===== src/rtl/key_debounce_if.sv =====
// Key front-end bundle: raw active-low key pins in, debounced level and
// one-cycle event pulses out. Bit i of every field belongs to key i.
//
// Pulse semantics: key_press, key_release and key_long are single-cycle
// strobes with no backpressure. The consumer must sample them on every
// sys_clk edge. key_state is a level that stays valid until the next
// press or release pulse.
interface key_debounce_if;
    logic [3:0] key_in;
    logic [3:0] key_state;
    logic [3:0] key_press;
    logic [3:0] key_release;
    logic [3:0] key_long;

    // Board or bench side: drives the raw pins and consumes the events.
    modport master (
        output key_in,
        input  key_state,
        input  key_press,
        input  key_release,
        input  key_long
    );

    // Debouncer side.
    modport slave (
        input  key_in,
        output key_state,
        output key_press,
        output key_release,
        output key_long
    );
endinterface


===== src/rtl/key_debounce.sv =====
// Four independent push-button channels. Each channel has a two-flop
// synchronizer, a stability counter that accepts a new level only after it
// has held for DEB_MAX cycles, and a saturating hold counter that fires
// key_long once per press. All outputs are registered.
module key_debounce #(
    parameter int DEB_MAX    = 1_000_000,
    parameter int DEB_WIDTH  = 20,
    parameter int LONG_MAX   = 50_000_000,
    parameter int LONG_WIDTH = 26
) (
    input  logic          sys_clk,
    input  logic          sys_rst_n,
    key_debounce_if.slave keys
);

    localparam int NUM_KEYS = 4;

    localparam logic [DEB_WIDTH-1:0]  DEB_LAST  = DEB_WIDTH'(DEB_MAX - 1);
    localparam logic [DEB_WIDTH-1:0]  DEB_ONE   = DEB_WIDTH'(1);
    localparam logic [LONG_WIDTH-1:0] LONG_LAST = LONG_WIDTH'(LONG_MAX - 1);
    localparam logic [LONG_WIDTH-1:0] LONG_TOP  = LONG_WIDTH'(LONG_MAX);
    localparam logic [LONG_WIDTH-1:0] LONG_ONE  = LONG_WIDTH'(1);

    logic [NUM_KEYS-1:0]   sync_q1;
    logic [NUM_KEYS-1:0]   sync_q2;
    logic [NUM_KEYS-1:0]   sync_pressed;

    logic [DEB_WIDTH-1:0]  deb_cnt  [NUM_KEYS];
    logic [LONG_WIDTH-1:0] hold_cnt [NUM_KEYS];

    logic [NUM_KEYS-1:0]   state_q;
    logic [NUM_KEYS-1:0]   press_q;
    logic [NUM_KEYS-1:0]   release_q;
    logic [NUM_KEYS-1:0]   long_q;

    // Pins are active-low, so the synchronized level is inverted to give 1 = pressed.
    assign sync_pressed = ~sync_q2;

    assign keys.key_state   = state_q;
    assign keys.key_press   = press_q;
    assign keys.key_release = release_q;
    assign keys.key_long    = long_q;

    // Two-flop synchronizer; resets to the released pin level so reset exit never looks like a press.
    always_ff @(posedge sys_clk or negedge sys_rst_n) begin
        if (!sys_rst_n) begin
            sync_q1 <= '1;
            sync_q2 <= '1;
        end else begin
            sync_q1 <= keys.key_in;
            sync_q2 <= sync_q1;
        end
    end

    // Debounce: a differing level must persist DEB_MAX cycles before it is accepted; any return clears the count.
    always_ff @(posedge sys_clk or negedge sys_rst_n) begin
        if (!sys_rst_n) begin
            state_q   <= '0;
            press_q   <= '0;
            release_q <= '0;
            for (int i = 0; i < NUM_KEYS; i++) begin
                deb_cnt[i] <= '0;
            end
        end else begin
            for (int i = 0; i < NUM_KEYS; i++) begin
                press_q[i]   <= 1'b0;
                release_q[i] <= 1'b0;
                if (sync_pressed[i] == state_q[i]) begin
                    deb_cnt[i] <= '0;
                end else if (deb_cnt[i] == DEB_LAST) begin
                    state_q[i]   <= sync_pressed[i];
                    press_q[i]   <= sync_pressed[i];
                    release_q[i] <= ~sync_pressed[i];
                    deb_cnt[i]   <= '0;
                end else begin
                    deb_cnt[i] <= deb_cnt[i] + DEB_ONE;
                end
            end
        end
    end

    // Hold counter: counts while pressed, pulses once at LONG_MAX and then saturates until release.
    always_ff @(posedge sys_clk or negedge sys_rst_n) begin
        if (!sys_rst_n) begin
            long_q <= '0;
            for (int i = 0; i < NUM_KEYS; i++) begin
                hold_cnt[i] <= '0;
            end
        end else begin
            for (int i = 0; i < NUM_KEYS; i++) begin
                long_q[i] <= 1'b0;
                if (!state_q[i]) begin
                    hold_cnt[i] <= '0;
                end else if (hold_cnt[i] == LONG_LAST) begin
                    hold_cnt[i] <= LONG_TOP;
                    long_q[i]   <= 1'b1;
                end else if (hold_cnt[i] == LONG_TOP) begin
                    hold_cnt[i] <= LONG_TOP;
                end else begin
                    hold_cnt[i] <= hold_cnt[i] + LONG_ONE;
                end
            end
        end
    end

endmodule


===== src/flat_wrapper.sv =====
// flat-port wrapper written by rule: the top's interface ports become plain ports
module key_debounce_flat 
#(
    parameter int DEB_MAX    = 1_000_000,
    parameter int DEB_WIDTH  = 20,
    parameter int LONG_MAX   = 50_000_000,
    parameter int LONG_WIDTH = 26
)
  (sys_clk, sys_rst_n, keys_key_in, keys_key_state, keys_key_press, keys_key_release, keys_key_long);
  key_debounce_if keys_i ();
  input  logic sys_clk;
  input  logic sys_rst_n;
  input wire logic [$bits(keys_i.key_in)-1:0] keys_key_in;
  output wire logic [$bits(keys_i.key_state)-1:0] keys_key_state;
  output wire logic [$bits(keys_i.key_press)-1:0] keys_key_press;
  output wire logic [$bits(keys_i.key_release)-1:0] keys_key_release;
  output wire logic [$bits(keys_i.key_long)-1:0] keys_key_long;
  assign keys_i.key_in = keys_key_in;
  assign keys_key_state = keys_i.key_state;
  assign keys_key_press = keys_i.key_press;
  assign keys_key_release = keys_i.key_release;
  assign keys_key_long = keys_i.key_long;
  key_debounce #(.DEB_MAX(DEB_MAX), .DEB_WIDTH(DEB_WIDTH), .LONG_MAX(LONG_MAX), .LONG_WIDTH(LONG_WIDTH)) u_core (.sys_clk(sys_clk), .sys_rst_n(sys_rst_n), .keys(keys_i));
endmodule

===== config.mk =====
export PLATFORM = sky130hd
export DESIGN_NAME = key_debounce_flat
export DESIGN_NICKNAME = d
export VERILOG_FILES = /design/src/rtl/key_debounce_if.sv /design/src/rtl/key_debounce.sv /design/src/flat_wrapper.sv
export SDC_FILE = /design/constraint.sdc
export NUM_CORES = 1
export LEC_CHECK = 0
export BUFFER_PORTS_ARGS = -buffer_cell sky130_fd_sc_hd__buf_2
export CAP_MARGIN = 20
export CORE_MARGIN = 5
export CORE_UTILIZATION = 46
export DETAILED_ROUTE_END_ITERATION = 10
export GPL_TIMING_DRIVEN = 0
export SYNTH_ARGS = -nofsm -noshare
export SYNTH_HDL_FRONTEND = slang
export SYNTH_SLANG_ARGS = --single-unit
export TNS_END_PERCENT = 5

===== constraint.sdc =====
create_clock -name sys_clk -period 5.7 [get_ports sys_clk]
set_input_delay 0.855 -clock sys_clk [delete_from_list [all_inputs] [get_ports sys_clk]]
set_output_delay 0.855 -clock sys_clk [all_outputs]
set_load 0.05 [all_outputs]

==> reports/metrics.yaml <==
grt_util_met2_pct: 24.90
skew_ps: 9.171
die_w_um: 156.7
relSlewSlack_pct: 50.28
synth_top_flop_cell: "dfrtp_1"
grt_max_degree: 111
run_status: "completed"
p_leak_uw: 0.004689
endpoint_kind: "flop"
cts_buffers: 24
wl_per_cell_um: 13.70
drc: 0
portBuffers: 21
grt_util_all_layers_pct: 15.40
netlist_area_sq_um: 9902
post-cts-setup-buffers: 0
core-area_sq_um: 21090
setup.worst_path.start: "u_core.deb_cnt[60]"
grt_pass1_vias: 6901
area_growth_syn_to_layout_pct: 14.16
layout_common_cells: "209 x nor2_1, 200 x dfrtp_1, 94 x xor2_1, 73 x nand3_1, 68 x xnor2_1"
slew_violations: 0
ys_seq_elements: 208
clk_latency_ps: 510
cts.clk_slew.worst_paths_ps: 60
fin_crit_ps: 2309
cts_resized: 0
dieArea_sq_um: 24560
dp.cells: 1295
drt_pre_antenna_iters: 4
power_density_nw_per_um2: 289.8
yosysWarnings: 0
n_antenna_cell: 0
antenna_found_initial: 0
yosysTopAreaCellShare_pct: 50.54
finalSetupTns_ps: 0
worst_ep_arrival_time_ps: 2690
required_ps: 6080
layout-drive-gt1-share_pct: 8.741
hold_violations: 0
core.rowCount: 53
design_area_sq_um: 11300
nNetsFinal: 1064
worstMarginPinSlew_ps: 745.9
h-tree-depth: 1
vias: 6932
r2r-start: "u_core.deb_cnt[60]"
drt_wl_total_um: 18340
num_io_pins: 22
cts_max_path_buffers: 3
ys_types: 41
synth_edf_count: 0
fmax_mhz: 433.0
cp_max_fo: 10
cts_tree: "built"
synthArstFlopShare_pct: 100.0
path_class: "reg2reg"
ctsRootBufferMaster: "clkbuf_16"
synthTopCellsByArea: "dfrtp_1 51%, xor2_1 8.3%, nor2_1 7.9%"
overflow: 0
avgSynthCellArea_sq_um: 9.922
initialDrtViolationCount: 351
dpl.hpwl_um: 11910
post-route-period-util_pct: 40.52
grt_pass1_wl_um: 32510
critPathLaunchType: "flop"
grt_most_used_layer: "met2"
syn-num-nets: 1016
dpl_cell_area_sq_um: 10390
synthCells: 998
met1_usage_pct: 21.72
gp_congestion: 0.7620
die_h_um: 156.7
seq_area_frac_synth_pct: 52.67
post-route-util_pct: 53.61
maxCapViolCount: 0
fin_cells: 1339
cts_sinks: 208
setup_violations: 0
min-delay-start: "u_core.sync_q1[0]"
rsz0062_at_grt: "no"
hold_class: "reg2reg"
start_util_pct: 46.96
viasPerCell: 5.177
grt_util_met3_pct: 2.434
yosys.area.top_type: "dfrtp_1"
ir_worst_vdd_mv: 0.1577
hold_buffers: 0
final_common_cell: "nor2_1"
fill_cells: 1925
final_antenna_net_count: 0
-- routing by layer --
metal	vias up	share of wire (%)
met5	-	0
met4	0	2.4
met3	32	2.8
met2	69	45
met1	3317	50
li1	3514	-
-- worst max-delay path: stages, from the launching register on --
cell	delay, ps
dfrtp_1	420
ha_1	220
and3_1	240
and3_1	230
nand4_1	240
nand2_1	330
clkbuf_1	400
nor2_1	90
-- synthesized netlist by cell type, types with 3 or more instances --
library cell    n
dfrtp_1       200
or3_1           9
nor4_2          4
nand4_1        53
and3_1         35
o21ai_1         3
inv_1          24
a21oi_1         7
nor4_1         16
nor3_1         20
nand4b_1        5
clkbuf_1       12
nand3_1        73
o21a_1          4
o21ai_0        12
nor4b_1         8
and4_1         19
xnor2_1        68
and2_1          7
nor2_1        209
nand2b_1        5
nand2_1        64
xor2_1         94
dfstp_2         8
buf_2           5
ha_1           12
-- logic make-up after synthesis --
logic type	after synthesis	share of synthesized area, %
flip-flops	208	52.67
AO/OA/AOI/OAI	29	1.630
AND/OR/NAND/NOR	542	27.87
buffers and inverters	44	1.883
adder cells (fa/ha/maj)	12	1.516
XOR/XNOR	162	14.33
multiplexers	1	0.1011
-- registers in the layout, indices dropped and copies added (netlist names) --
name	cells
u_core.hold_cnt	104
u_core.keys.key_release	4
u_core.keys.key_long	4
u_core.sync_q2	4
u_core.keys.key_press	4
u_core.keys.key_state	4
u_core.deb_cnt	80
u_core.sync_q1	4
-- worst paths after layout --
| path | endpoint | slack (ps) | cells past startpoint |
|---|---|---|---|
| worst max-delay path | u_core.deb_cnt[74] | 3390 | 7 |
| worst min-delay path | u_core.sync_q2[0] | 360 | 0 |
| worst max register to register | u_core.deb_cnt[74] | 3390 | 7 |
| worst min register to register | u_core.sync_q2[0] | 360 | 0 |
| max in group asynchronous | u_core.hold_cnt[26] | 4330 | 2 |
| min in group asynchronous | u_core.deb_cnt[53] | 390 | 1 |
-- report_power, final --
group | total, uW | switching [uW] | internal (uW)
clock | 1720 | 600 | 1120
combinational | 54.1 | 41.9 | 12.3
sequential | 1500 | 9.97 | 1490
total | 3280 | 652 | 2620
-- stage by stage --
stage | hold WS, ps | total power [uW] | setup slack (ps)
3_3_place_gp | 346.2 | 1580 | 110.7
6_report | 356.1 | 3276 | 3391
5_1_grt | 362.3 | 3393 | 3128
2_1_floorplan | 345.2 | 1541 | 3820
3_5_place_dp | 347.9 | 1583 | 3363
4_1_cts | 358.6 | 3333 | 3329
-- area by class of cell --
| type | count | area (sq um) | share of cell area (%) |
|---|---|---|---|
| timing repair buffer | 22 | 142.6 | 1.262 |
| clock buffer | 33 | 735.7 | 6.508 |
| sequential | 208 | 5215 | 46.13 |
| multi-input combinational | 746 | 4501 | 39.81 |
| inverter | 24 | 90.09 | 0.7969 |
| buffer | 20 | 96.34 | 0.8522 |
| tap | 275 | 344.1 | 3.044 |
| clock inverter | 11 | 180.2 | 1.594 |
Note: power is estimated with default switching activity, not from simulation.
